**src/rtl/fa_serial_ctrl.sv**
```systemverilog
// Bit-serial adder: sequences one fa cell over WIDTH bits, LSB first, with start/done handshake.
// Optional subtract mode via `define FA_SERIAL_SUB_EN (adds input port sub).

module fa (
  input  logic a,
  input  logic b,
  input  logic ci,
  output logic s,
  output logic co
);
  assign s  = a ^ b ^ ci;
  assign co = (a & b) | (ci & (a ^ b));
endmodule

module fa_serial_ctrl #(
  parameter int unsigned WIDTH = 8
) (
  input  logic             clk,
  input  logic             reset_n,
  input  logic             start,
  input  logic [WIDTH-1:0] a,
  input  logic [WIDTH-1:0] b,
  input  logic             ci,
`ifdef FA_SERIAL_SUB_EN
  input  logic             sub,
`endif
  output logic             busy,
  output logic             done,
  output logic [WIDTH-1:0] s,
  output logic             co
);

  localparam int unsigned CW = (WIDTH > 1) ? $clog2(WIDTH) : 1;
  localparam logic [CW-1:0] LAST = CW'(WIDTH - 1);

  typedef enum logic [1:0] {IDLE, RUN, DONE} state_t;

  state_t           state, state_next;
  logic [WIDTH-1:0] a_sh, b_sh, sum_sh, sum_next, b_load;
  logic             carry, ci_load, fa_s, fa_co, last_bit;
  logic [CW-1:0]    cnt;

`ifdef FA_SERIAL_SUB_EN
  assign b_load  = sub ? ~b : b;
  assign ci_load = sub ? 1'b1 : ci;
`else
  assign b_load  = b;
  assign ci_load = ci;
`endif

  fa u_fa (
    .a  (a_sh[0]),
    .b  (b_sh[0]),
    .ci (carry),
    .s  (fa_s),
    .co (fa_co)
  );

  // New sum bit enters at the MSB so the result is LSB-aligned after WIDTH shifts.
  generate
    if (WIDTH == 1) begin : g_sum1
      assign sum_next = fa_s;
    end else begin : g_sumn
      assign sum_next = {fa_s, sum_sh[WIDTH-1:1]};
    end
  endgenerate

  assign last_bit = (cnt == LAST);

  always_ff @(posedge clk or negedge reset_n) begin
    if (!reset_n) state <= IDLE;
    else          state <= state_next;
  end

  always_comb begin
    state_next = state;
    busy       = 1'b0;
    done       = 1'b0;
    case (state)
      IDLE: if (start) state_next = RUN;
      RUN: begin
        busy = 1'b1;
        if (last_bit) state_next = DONE;
      end
      DONE: begin
        done       = 1'b1;
        state_next = IDLE;
      end
      default: state_next = IDLE;
    endcase
  end

  always_ff @(posedge clk or negedge reset_n) begin
    if (!reset_n) begin
      a_sh   <= '0;
      b_sh   <= '0;
      sum_sh <= '0;
      carry  <= 1'b0;
      cnt    <= '0;
      s      <= '0;
      co     <= 1'b0;
    end else begin
      case (state)
        IDLE: if (start) begin
          a_sh  <= a;
          b_sh  <= b_load;
          carry <= ci_load;
          cnt   <= '0;
        end
        RUN: begin
          a_sh   <= a_sh >> 1;
          b_sh   <= b_sh >> 1;
          sum_sh <= sum_next;
          carry  <= fa_co;
          if (last_bit) begin
            s  <= sum_next;
            co <= fa_co;
          end else begin
            cnt <= cnt + CW'(1);
          end
        end
        default: ;
      endcase
    end
  end

endmodule

```
**config.mk**
```make
export PLATFORM = sky130hd
export DESIGN_NAME = fa_serial_ctrl
export DESIGN_NICKNAME = d
export VERILOG_FILES = /design/src/rtl/fa_serial_ctrl.sv
export SDC_FILE = /design/constraint.sdc
export NUM_CORES = 1
export LEC_CHECK = 0
export BUFFER_PORTS_ARGS = -buffer_cell sky130_fd_sc_hd__buf_4
export CORE_ASPECT_RATIO = 0.6
export CORE_MARGIN = 2
export CORE_UTILIZATION = 57
export CTS_CLUSTER_DIAMETER = 120
export DETAILED_ROUTE_END_ITERATION = 12
export PLACE_DENSITY_LB_ADDON = 0.1
export REMOVE_ABC_BUFFERS = 1
export SETUP_SLACK_MARGIN = 0.15
export SLEW_MARGIN = 20
export SYNTH_ARGS = -nofsm -noshare
export SYNTH_HDL_FRONTEND = slang
export SYNTH_SLANG_ARGS = --single-unit
```
**constraint.sdc**
```tcl
create_clock -name clk -period 3.2 [get_ports clk]
set_input_delay 0.8 -clock clk [delete_from_list [all_inputs] [get_ports clk]]
set_output_delay 0.8 -clock clk [all_outputs]
set_load 0.02 [all_outputs]
```
==> results of run 1 <==
[placed cells by master (no fill, tap or decap)]
master / instances
dfrtp_1: 38
buf_4: 33
mux2_2: 16
inv_1: 10
or4b_1: 10
o221a_2: 10
nor3b_1: 6
clkbuf_8: 6
nor4b_1: 5
nand2b_1: 4
a211oi_1: 4
nand3_1: 3
o221ai_1: 3
nand2_1: 2
nor4bb_1: 2
a211o_1: 2
ha_1: 2
nor2b_1: 1
nand3b_1: 1
o21ba_2: 1
or2_2: 1
o21bai_1: 1
a221oi_1: 1
a21oi_1: 1
fa_1: 1
clkinvlp_4: 1
clkinv_2: 1
[worst max-delay path, delay by kind of cell (launching register included)]
kind / cells / cell delay, ns
buf+inv: 2 / 0.31
flops: 1 / 0.55
simple gates: 1 / 0.25
[synthesized netlist by cell type]
cell / count
a211o_1: 2
a211oi_1: 4
a21oi_1: 1
a221oi_1: 1
buf_2: 6
buf_4: 1
buf_6: 1
clkbuf_1: 3
clkbuf_2: 1
dfrtp_1: 38
fa_1: 1
ha_1: 2
inv_1: 10
mux2_2: 16
nand2_1: 2
nand2b_1: 4
nand3_1: 3
nand3b_1: 1
nor2b_1: 1
nor3b_1: 6
nor4b_1: 5
nor4bb_1: 2
o21ba_2: 1
o21bai_1: 1
o221a_2: 10
o221ai_1: 3
or2_2: 1
or4b_1: 10
[state kept, by name, indices dropped and copies added, names as in the netlist]
signal  count
co          1
sum_sh      7
carry       1
b_sh        8
a_sh        8
cnt         3
state       2
s           8
[layer usage]
layer	share of wire, %	global-route usage [%]	vias up
li1	-	-	569
met1	46	29.21	593
met2	45	32.86	48
met3	6.5	6.538	8
met4	2.2	10.91	0
met5	0	0	-
[power by group]
part	internal [mW]	total (mW)	leakage, nW	switching, mW
Clock	0.173	0.342	0.0472	0.169
Combinational	0.430	0.796	0.456	0.367
Sequential	0.708	0.875	0.450	0.167
[metrics by stage]
step                      total power [mW]  utilization [%]  hold WS (ns)
after floorplan                      1.387                -        0.4750
after global placement               1.632            69.03        0.4861
after detailed placement             1.681            69.03        0.4956
after CTS                            2.030            72.30        0.4729
after global routing                 2.147            72.30        0.4818
final                                2.014            72.30        0.4556
[area by class of cell]
cell class	instances	area [µm²]	area share [%]
flip-flops and latches	38	950.9	45.21
repair buffers	33	247.7	11.78
multi-input cells	77	719.4	34.21
clock inverters	2	12.51	0.5949
inverters	10	37.54	1.785
clock buffers	6	82.58	3.926
well taps	42	52.55	2.499
[cell families after synthesis]
| group | share of synthesized area [%] |
|---|---|
| AO/OA/AOI/OAI | 12.28 |
| adder cells (fa/ha/maj) | 2.540 |
| buffers and inverters | 5.787 |
| flip-flops | 53.63 |
| multiplexers | 10.16 |
| AND/OR/NAND/NOR | 15.60 |
[how the worst max path moves through the flow]
| stage | start | endpoint | slack [ns] | cells after the start |
|---|---|---|---|---|
| CTS | state[0]$_DFFE_PN0P_ | busy | 1.00 | 3 |
| detailed placement | state[0]$_DFFE_PN0P_ | s[5]$_DFFE_PN0P_ | 1.31 | 3 |
| floorplan | state[0]$_DFFE_PN0P_ | busy | 0.91 | 2 |
| global route | state[0]$_DFFE_PN0P_ | busy | 0.90 | 3 |
| global placement | state[1]$_DFFE_PN0P_ | busy | 1.36 | 3 |
| finish | state[1]$_DFFE_PN0P_ | busy | 0.99 | 3 |
==> run_summary.xml, run 1 <==
<?xml version="1.0" encoding="UTF-8"?>
<metrics>
  <group name="synth">
    <metric name="netlist_instances" unit="">137</metric>
    <metric name="count_of_cell_types_in_the_netlist" unit="">28</metric>
    <metric name="cell_types_with_the_largest_area_share_after_synthesis" unit="">dfrtp_1 (54%), mux2_2 (10%), o221a_2 (6.4%), or4b_1 (5.6%), nor3b_1 (2.5%)</metric>
    <metric name="yosysTopAreaCell" unit="">dfrtp_1</metric>
    <metric name="yosys.area.top_type_share" unit="%">53.63</metric>
    <metric name="synth_seq_cells" unit="">38</metric>
    <metric name="synth_area" unit="µm²">1773</metric>
    <metric name="synth_sequential_area_ratio" unit="%">53.63</metric>
    <metric name="synth_area_per_cell" unit="µm²">12.94</metric>
    <metric name="yosysWarnings" unit="">0</metric>
  </group>
  <group name="die">
    <metric name="core.rowCount" unit="">15</metric>
    <metric name="initial_utilization" unit="%">60.95</metric>
    <metric name="pin_count" unit="">31</metric>
    <metric name="die_x" unit="µm">76</metric>
    <metric name="fp.dieH" unit="µm">47.20</metric>
    <metric name="core_region_area" unit="µm²">2909</metric>
    <metric name="full_die_area" unit="µm²">3587</metric>
  </group>
  <group name="sta">
    <metric name="timing_max_transition_violations_final" unit="">0</metric>
    <metric name="finalWorstSetupSlack" unit="ns">0.9906</metric>
    <metric name="grt_setup_unrepaired" unit="">false</metric>
    <metric name="hold_violations" unit="">0</metric>
    <metric name="period_share" unit="%">69.04</metric>
    <metric name="period_minus_slack" unit="ns">2.209</metric>
    <metric name="worst_pin_slew" unit="ns">0.5407</metric>
    <metric name="highest_achievable_clock_rate" unit="MHz">452.6</metric>
    <metric name="fin_worst_skew" unit="ns">0.007534</metric>
    <metric name="setup_total_negative_slack" unit="ns">0</metric>
    <metric name="report.final.setup_viol" unit="">0</metric>
    <metric name="relSlewSlack" unit="%">63.85</metric>
  </group>
  <group name="min_path">
    <metric name="hold_path.class" unit="">input pin to asynchronous set/reset pin</metric>
  </group>
  <group name="clock_tree">
    <metric name="cts_resized" unit="">0</metric>
    <metric name="clock_path_buffers" unit="">2</metric>
    <metric name="worstSkewPairLatency" unit="ns">0.29</metric>
    <metric name="clock-root-buffer" unit="">clkbuf_8</metric>
    <metric name="cts_tree" unit="">yes</metric>
    <metric name="cts_hold_buf" unit="">0</metric>
    <metric name="cts-buffers-inserted" unit="">5</metric>
    <metric name="numClockSinks" unit="">38</metric>
    <metric name="cts_setup_buffers" unit="">0</metric>
    <metric name="h-tree-depth" unit="">2</metric>
    <metric name="clk_pin_slew" unit="ns">0.08</metric>
  </group>
  <group name="worst_setup_path">
    <metric name="r2r_cells" unit="">3</metric>
    <metric name="cpPeakStageDelay" unit="ns">0.55</metric>
    <metric name="critical_path_required" unit="ns">2.40</metric>
    <metric name="critPathCaptureType" unit="">output port</metric>
    <metric name="path_max_fanout" unit="">19</metric>
    <metric name="r2r_start" unit="">state[0]$_DFFE_PN0P_</metric>
    <metric name="critical_path.reg2reg.endpoint" unit="">s[5]$_DFFE_PN0P_</metric>
    <metric name="worstPathCellList" unit="">nand2b_1 -&gt; inv_1 -&gt; buf_4</metric>
    <metric name="cpMaxStageDelayCell" unit="">dfrtp_1</metric>
    <metric name="worst_ep_arrival_time" unit="ns">1.41</metric>
    <metric name="worst-setup-path-type" unit="">flip-flop to output port</metric>
    <metric name="critPathLaunchType" unit="">flip-flop</metric>
    <metric name="timing.reg2reg.setup_slack" unit="ns">1.28</metric>
  </group>
  <group name="placement">
    <metric name="buffer_ports.inserted" unit="">30</metric>
    <metric name="place.gp.congestion" unit="">0.7372</metric>
    <metric name="post-place-ws" unit="ns">1.308</metric>
    <metric name="placed_cell_area" unit="µm²">2008</metric>
    <metric name="hpwl" unit="µm">2416</metric>
    <metric name="post-place-cells" unit="">200</metric>
  </group>
  <group name="grt">
    <metric name="gr-total-overflow" unit="">0</metric>
    <metric name="grt_pass1_wl" unit="µm">5595</metric>
    <metric name="initial_antenna_violation_count" unit="">0</metric>
    <metric name="grt_pass1_vias" unit="">1102</metric>
    <metric name="pin_count_of_the_biggest_net_entering_global_routing" unit="">39</metric>
    <metric name="track_usage" unit="%">21.58</metric>
  </group>
  <group name="route">
    <metric name="detail_route.drc_violations" unit="">0</metric>
    <metric name="via_total_after_detailed_routing" unit="">1218</metric>
    <metric name="initialDrtViolationCount" unit="">57</metric>
    <metric name="route.detailed.vias_per_inst" unit="">5.856</metric>
    <metric name="detail-route-antenna-nets" unit="">0</metric>
    <metric name="postRouteWirelength" unit="µm">3467</metric>
    <metric name="drt_pre_antenna_iters" unit="">4</metric>
    <metric name="routedWlPerCell" unit="µm">16.67</metric>
  </group>
  <group name="finish">
    <metric name="insertedDiodeCount" unit="">0</metric>
    <metric name="synthToLayoutAreaGrowth" unit="%">18.63</metric>
    <metric name="post-route-cell-area" unit="µm²">2103</metric>
    <metric name="layoutNonFillerInstCount" unit="">208</metric>
    <metric name="drive_above_1_share" unit="%">41.57</metric>
    <metric name="net_count_reported_at_finish" unit="">188</metric>
    <metric name="layout_filler_cell_count" unit="">197</metric>
  </group>
  <group name="power">
    <metric name="power_density" unit="nW/µm²">957.4</metric>
    <metric name="vdd_ir_drop_max" unit="mV">0.5588</metric>
    <metric name="leakage_power" unit="nW">0.9527</metric>
  </group>
  <group name="job">
    <metric name="drv.max_cap_violation_count" unit="">0</metric>
  </group>
  <group name="run_status">
    <metric name="run_status" unit="">finished, final reports clean</metric>
  </group>
</metrics>
No activity file was read; power rests on OpenSTA's default activity.
==> run 2, diff against run 1 <==
- ABC_AREA: not set -> 1
- CORE_UTILIZATION: 57 -> 54
- clock period: 3.2 -> 2.1 ns (I/O delays scaled with it)
==> run_summary.xml, run 2 <==
<?xml version="1.0" encoding="UTF-8"?>
<metrics>
  <group name="run_status">
    <metric name="run_status" unit="">finished, final reports clean</metric>
  </group>
  <group name="grt">
    <metric name="grt_pass1_vias" unit="">1078</metric>
    <metric name="grt_pass1_wl" unit="µm">5140</metric>
    <metric name="initial_antenna_violation_count" unit="">0</metric>
    <metric name="pin_count_of_the_biggest_net_entering_global_routing" unit="">39</metric>
    <metric name="gr-total-overflow" unit="">0</metric>
    <metric name="track_usage" unit="%">18.53</metric>
  </group>
  <group name="placement">
    <metric name="placed_cell_area" unit="µm²">1958</metric>
    <metric name="post-place-cells" unit="">252</metric>
    <metric name="buffer_ports.inserted" unit="">30</metric>
    <metric name="place.gp.congestion" unit="">0.7573</metric>
    <metric name="post-place-ws" unit="ns">0.4582</metric>
    <metric name="hpwl" unit="µm">2179</metric>
  </group>
  <group name="route">
    <metric name="via_total_after_detailed_routing" unit="">1331</metric>
    <metric name="postRouteWirelength" unit="µm">3226</metric>
    <metric name="route.detailed.vias_per_inst" unit="">5.119</metric>
    <metric name="routedWlPerCell" unit="µm">12.41</metric>
    <metric name="drt_pre_antenna_iters" unit="">4</metric>
    <metric name="initialDrtViolationCount" unit="">85</metric>
    <metric name="detail-route-antenna-nets" unit="">0</metric>
    <metric name="detail_route.drc_violations" unit="">0</metric>
  </group>
  <group name="finish">
    <metric name="registers_with_the_highest_flip_flop_counts" unit="">a_sh x8, b_sh x8, s x8</metric>
    <metric name="insertedDiodeCount" unit="">0</metric>
    <metric name="layout.cells.most_common" unit="">nand2_1</metric>
    <metric name="drive_above_1_share" unit="%">24.65</metric>
    <metric name="net_count_reported_at_finish" unit="">237</metric>
    <metric name="post-route-cell-area" unit="µm²">2051</metric>
    <metric name="layoutNonFillerInstCount" unit="">260</metric>
    <metric name="synthToLayoutAreaGrowth" unit="%">16.41</metric>
    <metric name="final_core_utilization" unit="%">64.43</metric>
    <metric name="most_frequent_cells_in_the_layout" unit="">nand2_1 (46), nand3_1 (42), dfrtp_1 (37), buf_4 (30), inv_1 (14)</metric>
    <metric name="layout_filler_cell_count" unit="">262</metric>
  </group>
  <group name="sta">
    <metric name="relSlewSlack" unit="%">68.65</metric>
    <metric name="worst_pin_slew" unit="ns">0.4703</metric>
    <metric name="timing_max_transition_violations_final" unit="">0</metric>
    <metric name="report.final.setup_viol" unit="">0</metric>
    <metric name="grt_setup_unrepaired" unit="">false</metric>
    <metric name="period_share" unit="%">87.81</metric>
    <metric name="highest_achievable_clock_rate" unit="MHz">542.3</metric>
    <metric name="fin_hold_ws" unit="ns">0.1901</metric>
    <metric name="fin_worst_skew" unit="ns">0.004670</metric>
    <metric name="period_minus_slack" unit="ns">1.844</metric>
    <metric name="hold_violations" unit="">0</metric>
    <metric name="setup_total_negative_slack" unit="ns">0</metric>
    <metric name="finalWorstSetupSlack" unit="ns">0.2559</metric>
  </group>
  <group name="clock_tree">
    <metric name="cts_setup_buffers" unit="">0</metric>
    <metric name="cts_resized" unit="">1</metric>
    <metric name="clk_pin_slew" unit="ns">0.07</metric>
    <metric name="clock-root-buffer" unit="">clkbuf_8</metric>
    <metric name="clock_path_buffers" unit="">2</metric>
    <metric name="worstSkewPairLatency" unit="ns">0.29</metric>
    <metric name="cts_tree" unit="">yes</metric>
    <metric name="h-tree-depth" unit="">2</metric>
    <metric name="numClockSinks" unit="">38</metric>
    <metric name="cts-buffers-inserted" unit="">5</metric>
    <metric name="cts_hold_buf" unit="">0</metric>
  </group>
  <group name="worst_setup_path">
    <metric name="worst-setup-path-type" unit="">flip-flop to output port</metric>
    <metric name="worst_ep_arrival_time" unit="ns">1.32</metric>
    <metric name="critPathCaptureType" unit="">output port</metric>
    <metric name="critical_path_required" unit="ns">1.57</metric>
    <metric name="r2r_cells" unit="">6</metric>
    <metric name="critPathLaunchType" unit="">flip-flop</metric>
    <metric name="path_max_fanout" unit="">18</metric>
  </group>
  <group name="min_path">
    <metric name="hold_path.class" unit="">input pin to asynchronous set/reset pin</metric>
  </group>
  <group name="synth">
    <metric name="synth_area" unit="µm²">1762</metric>
    <metric name="cell_types_with_the_largest_area_share_after_synthesis" unit="">dfrtp_1 (54%), nand3_1 (12%), nand2_1 (9.8%), o21ai_2 (4.0%), buf_6 (3.2%)</metric>
    <metric name="count_of_cell_types_in_the_netlist" unit="">19</metric>
    <metric name="synth-async-reset-ratio" unit="%">100.0</metric>
    <metric name="synth_enable_flop_cells" unit="">0</metric>
    <metric name="synth_seq_cells" unit="">38</metric>
    <metric name="synth_ff_type" unit="">dfrtp_1</metric>
    <metric name="yosys.area.top_type_share" unit="%">53.98</metric>
    <metric name="yosysTopAreaCell" unit="">dfrtp_1</metric>
    <metric name="synth_sequential_area_ratio" unit="%">53.98</metric>
    <metric name="netlist_instances" unit="">187</metric>
    <metric name="most_repeated_cell_in_the_gate_level_netlist_after_synthesis" unit="">nand2_1</metric>
    <metric name="netlist_top_cells_count" unit="">nand2_1 (46), nand3_1 (42), dfrtp_1 (38)</metric>
    <metric name="synth_area_per_cell" unit="µm²">9.421</metric>
    <metric name="yosysWarnings" unit="">0</metric>
  </group>
  <group name="power">
    <metric name="vdd_ir_drop_max" unit="mV">0.7423</metric>
    <metric name="leakage_power" unit="nW">1.045</metric>
    <metric name="power.total" unit="mW">2.773</metric>
    <metric name="power_density" unit="nW/µm²">1352</metric>
  </group>
  <group name="job">
    <metric name="drv.max_cap_violation_count" unit="">0</metric>
  </group>
  <group name="die">
    <metric name="pin_count" unit="">31</metric>
    <metric name="full_die_area" unit="µm²">3751</metric>
    <metric name="core.rowCount" unit="">16</metric>
    <metric name="fp.dieH" unit="µm">48.25</metric>
    <metric name="initial_utilization" unit="%">55.35</metric>
    <metric name="die_x" unit="µm">77.74</metric>
    <metric name="core_region_area" unit="µm²">3183</metric>
  </group>
</metrics>
run 2: cell types whose count changed after synthesis, sizes merged, moves of 6 or more:
cell   delta
nor3b     -6
nand2    +48
mux2     -16
nand3    +39
inv       +6
o21ai    +15
o221a    -10
or4b     -10
nand4     +9
run 2: power by group:
group          leakage [nW]  internal (mW)  switching, mW
registers             0.491           1.02          0.182
logic                 0.506          0.400          0.656
clock network        0.0482          0.265          0.245
total                  1.04           1.69           1.08
run 2: logic make-up after synthesis:
| logic type | count (synthesis) | synth area share (%) |
|---|---|---|
| AOI/OAI and AO/OA | 15 | 5.966 |
| and+or+nand+nor | 105 | 28.98 |
| buffers and inverters | 26 | 8.522 |
| DFF | 38 | 53.98 |
| adders and majority gates | 3 | 2.557 |
run 2: final cells by class:
| class | instances | area [µm²] | share of cell area [%] |
|---|---|---|---|
| clock inverter | 1 | 5.005 | 0.2441 |
| tap | 45 | 56.30 | 2.746 |
| clock buffer | 7 | 86.33 | 4.210 |
| timing repair buffer | 30 | 225.2 | 10.98 |
| inverter | 16 | 65.06 | 3.173 |
| sequential | 38 | 952.2 | 46.43 |
| multi-input combinational | 123 | 660.6 | 32.21 |
run 2: final timing paths:
| path | from | to | slack [ns] |
|---|---|---|---|
| worst max-delay path | state[0]$_DFFE_PN0P_ | busy | 0.26 |
| worst min-delay path | reset_n | sum_sh[2]$_DFFE_PN0N_ | 0.19 |
| worst max register to register | cnt[0]$_DFFE_PN0P_ | s[0]$_DFFE_PN0P_ | 0.73 |
| worst min register to register | sum_sh[1]$_DFFE_PN0N_ | s[0]$_DFFE_PN0P_ | 0.48 |
| max in group asynchronous | reset_n | state[0]$_DFFE_PN0P_ | 1.56 |
| min in group clk | a[7] | a_sh[7]$_DFFE_PN0P_ | 0.43 |
run 2: per-layer routing:
metal	share of wire, %	vias up	track usage [%]
met1	54	629	29.05
met3	3.7	5	5.370
met4	0.81	0	8.571
li1	-	674	-
met5	0	-	0
met2	42	23	22.93
run 2: critical path, cell delays in order, from the launching register on:
cell and delay (ns):
dfrtp_2 0.50, inv_6 0.09, nor2_8 0.24, buf_4 0.20
==> run 3, diff against run 2 <==
- BUFFER_PORTS_ARGS: -buffer_cell sky130_fd_sc_hd__buf_4 -> not set
- CORE_UTILIZATION: 54 -> 57
- DONT_BUFFER_PORTS: not set -> 1
==> run_summary.xml, run 3 (synthesis gave the netlist of run 2 again) <==
<?xml version="1.0" encoding="UTF-8"?>
<metrics>
  <group name="run_status">
    <metric name="run_status" unit="">finished, final reports clean</metric>
  </group>
  <group name="die">
    <metric name="die_x" unit="µm">75.77</metric>
    <metric name="core_region_area" unit="µm²">2909</metric>
    <metric name="core.rowCount" unit="">15</metric>
    <metric name="fp.dieH" unit="µm">47.07</metric>
    <metric name="initial_utilization" unit="%">60.56</metric>
    <metric name="pin_count" unit="">31</metric>
    <metric name="full_die_area" unit="µm²">3566</metric>
  </group>
  <group name="sta">
    <metric name="period_minus_slack" unit="ns">1.818</metric>
    <metric name="hold_violations" unit="">0</metric>
    <metric name="period_share" unit="%">86.57</metric>
    <metric name="report.final.setup_viol" unit="">0</metric>
    <metric name="timing_max_transition_violations_final" unit="">0</metric>
    <metric name="fin_worst_skew" unit="ns">0.001244</metric>
    <metric name="worst_pin_slew" unit="ns">0.4791</metric>
    <metric name="highest_achievable_clock_rate" unit="MHz">550.1</metric>
    <metric name="grt_setup_unrepaired" unit="">false</metric>
    <metric name="setup_total_negative_slack" unit="ns">0</metric>
    <metric name="relSlewSlack" unit="%">67.94</metric>
  </group>
  <group name="finish">
    <metric name="synthToLayoutAreaGrowth" unit="%">3.977</metric>
    <metric name="net_count_reported_at_finish" unit="">208</metric>
    <metric name="most_frequent_cells_in_the_layout" unit="">nand2_1 (46), nand3_1 (42), dfrtp_1 (38), inv_1 (14), nand4_1 (9)</metric>
    <metric name="registers_with_the_highest_flip_flop_counts" unit="">a_sh x8, b_sh x8, s x8</metric>
    <metric name="insertedDiodeCount" unit="">0</metric>
    <metric name="drive_above_1_share" unit="%">11.96</metric>
    <metric name="layout.cells.most_common" unit="">nand2_1</metric>
  </group>
  <group name="placement">
    <metric name="buffer_ports.inserted" unit="">0</metric>
    <metric name="place.gp.congestion" unit="">0.7356</metric>
    <metric name="hpwl" unit="µm">2138</metric>
  </group>
  <group name="power">
    <metric name="power_density" unit="nW/µm²">1421</metric>
    <metric name="leakage_power" unit="nW">0.9019</metric>
    <metric name="power.total" unit="mW">2.603</metric>
    <metric name="vdd_ir_drop_max" unit="mV">0.6511</metric>
  </group>
  <group name="route">
    <metric name="route.detailed.vias_per_inst" unit="">5.420</metric>
    <metric name="routedWlPerCell" unit="µm">13.88</metric>
    <metric name="detail-route-antenna-nets" unit="">0</metric>
    <metric name="via_total_after_detailed_routing" unit="">1225</metric>
    <metric name="drt_pre_antenna_iters" unit="">4</metric>
    <metric name="postRouteWirelength" unit="µm">3138</metric>
    <metric name="detail_route.drc_violations" unit="">0</metric>
    <metric name="initialDrtViolationCount" unit="">99</metric>
  </group>
  <group name="clock_tree">
    <metric name="cts_setup_buffers" unit="">0</metric>
    <metric name="clk_pin_slew" unit="ns">0.06</metric>
    <metric name="clock_path_buffers" unit="">2</metric>
    <metric name="clock-root-buffer" unit="">clkbuf_8</metric>
    <metric name="cts_tree" unit="">yes</metric>
    <metric name="worstSkewPairLatency" unit="ns">0.27</metric>
    <metric name="cts-buffers-inserted" unit="">5</metric>
    <metric name="numClockSinks" unit="">38</metric>
    <metric name="h-tree-depth" unit="">2</metric>
  </group>
  <group name="worst_setup_path">
    <metric name="r2r_start" unit="">state[0]$_DFFE_PN0P_</metric>
    <metric name="critPathLaunchType" unit="">flip-flop</metric>
    <metric name="worst-setup-path-type" unit="">flip-flop to output port</metric>
    <metric name="path_max_fanout" unit="">14</metric>
    <metric name="worst_ep_arrival_time" unit="ns">1.29</metric>
    <metric name="critPathCaptureType" unit="">output port</metric>
    <metric name="cp-startpoint" unit="">state[1]$_DFFE_PN0P_</metric>
    <metric name="critical_path_required" unit="ns">1.57</metric>
  </group>
  <group name="min_path">
    <metric name="hold_path.class" unit="">input pin to asynchronous set/reset pin</metric>
  </group>
  <group name="grt">
    <metric name="grt_pass1_wl" unit="µm">4892</metric>
    <metric name="grt_pass1_vias" unit="">1036</metric>
    <metric name="pin_count_of_the_biggest_net_entering_global_routing" unit="">39</metric>
    <metric name="initial_antenna_violation_count" unit="">0</metric>
    <metric name="track_usage" unit="%">19.21</metric>
    <metric name="gr-total-overflow" unit="">0</metric>
  </group>
  <group name="job">
    <metric name="drv.max_cap_violation_count" unit="">0</metric>
  </group>
</metrics>
-- run 3: changes by cell type in the layout (fill, tap and decap cells not counted), sizes merged --
cell and delta:
buf -29, clkbuf -1, clkinv -1
-- run 3: layout make-up --
cell class / instances / area, µm²
clock buffer: 6 / 82.58
fill: 265 / 1077
inverter: 16 / 65.06
multi-input combinational: 123 / 660.6
sequential: 38 / 950.9
tap: 42 / 52.55
timing repair buffer: 1 / 20.02
-- run 3: power breakdown --
| group | leakage [nW] | switching, mW | internal (mW) |
|---|---|---|---|
| Sequential | 0.491 | 0.286 | 1.02 |
| Clock | 0.0431 | 0.215 | 0.253 |
| Combinational | 0.367 | 0.541 | 0.285 |
| Total | 0.902 | 1.04 | 1.56 |
-- run 3: through the flow --
stage	cell area, µm²	utilization, %	hold WS [ns]	setup WS, ns	instances
after detailed placement	1729	59.44	0.2299	0.5667	219
after floorplan	1677	-	0.2294	0.6562	177
after global routing	1832	62.97	0.07711	0.2114	226
final	1832	62.97	0.08363	0.2821	226
after CTS	1832	62.97	0.07935	0.2578	226
after global placement	1729	59.44	0.2303	0.5651	219
-- run 3: final timing paths --
check / to / slack [ns] / depth (start not counted)
min reg2reg: cnt[2]$_DFFE_PN0P_ / 0.48 / 2
max in group asynchronous: a_sh[0]$_DFFE_PN0P_ / 1.84 / 1
max: done / 0.28 / 2
min: sum_sh[2]$_DFFE_PN0N_ / 0.08 / 1
max reg2reg: s[7]$_DFFE_PN0P_ / 0.57 / 5
min in group clk: b_sh[7]$_DFFE_PN0P_ / 0.36 / 2
-- run 3: per-layer routing --
metal / up-vias / global-route usage, % / wire length (µm)
met5: - / 0 / 0
met4: 0 / 5.263 / 23
met3: 5 / 6.867 / 197
met2: 36 / 26.90 / 1332
met1: 572 / 28.32 / 1584
li1: 612 / - / -
-- run 3: repair_timing --
item                                    4_1_cts  5_1_grt
hold buffers                                  1        0
hold endpoints to repair                     38        0
endpoints found under the setup margin        0        0
gates resized for setup                       0        0
-- run 3: critical path: stages, from the launching register on --
cell and delay (ns):
dfrtp_1 0.47, inv_2 0.18, nor2_1 0.36
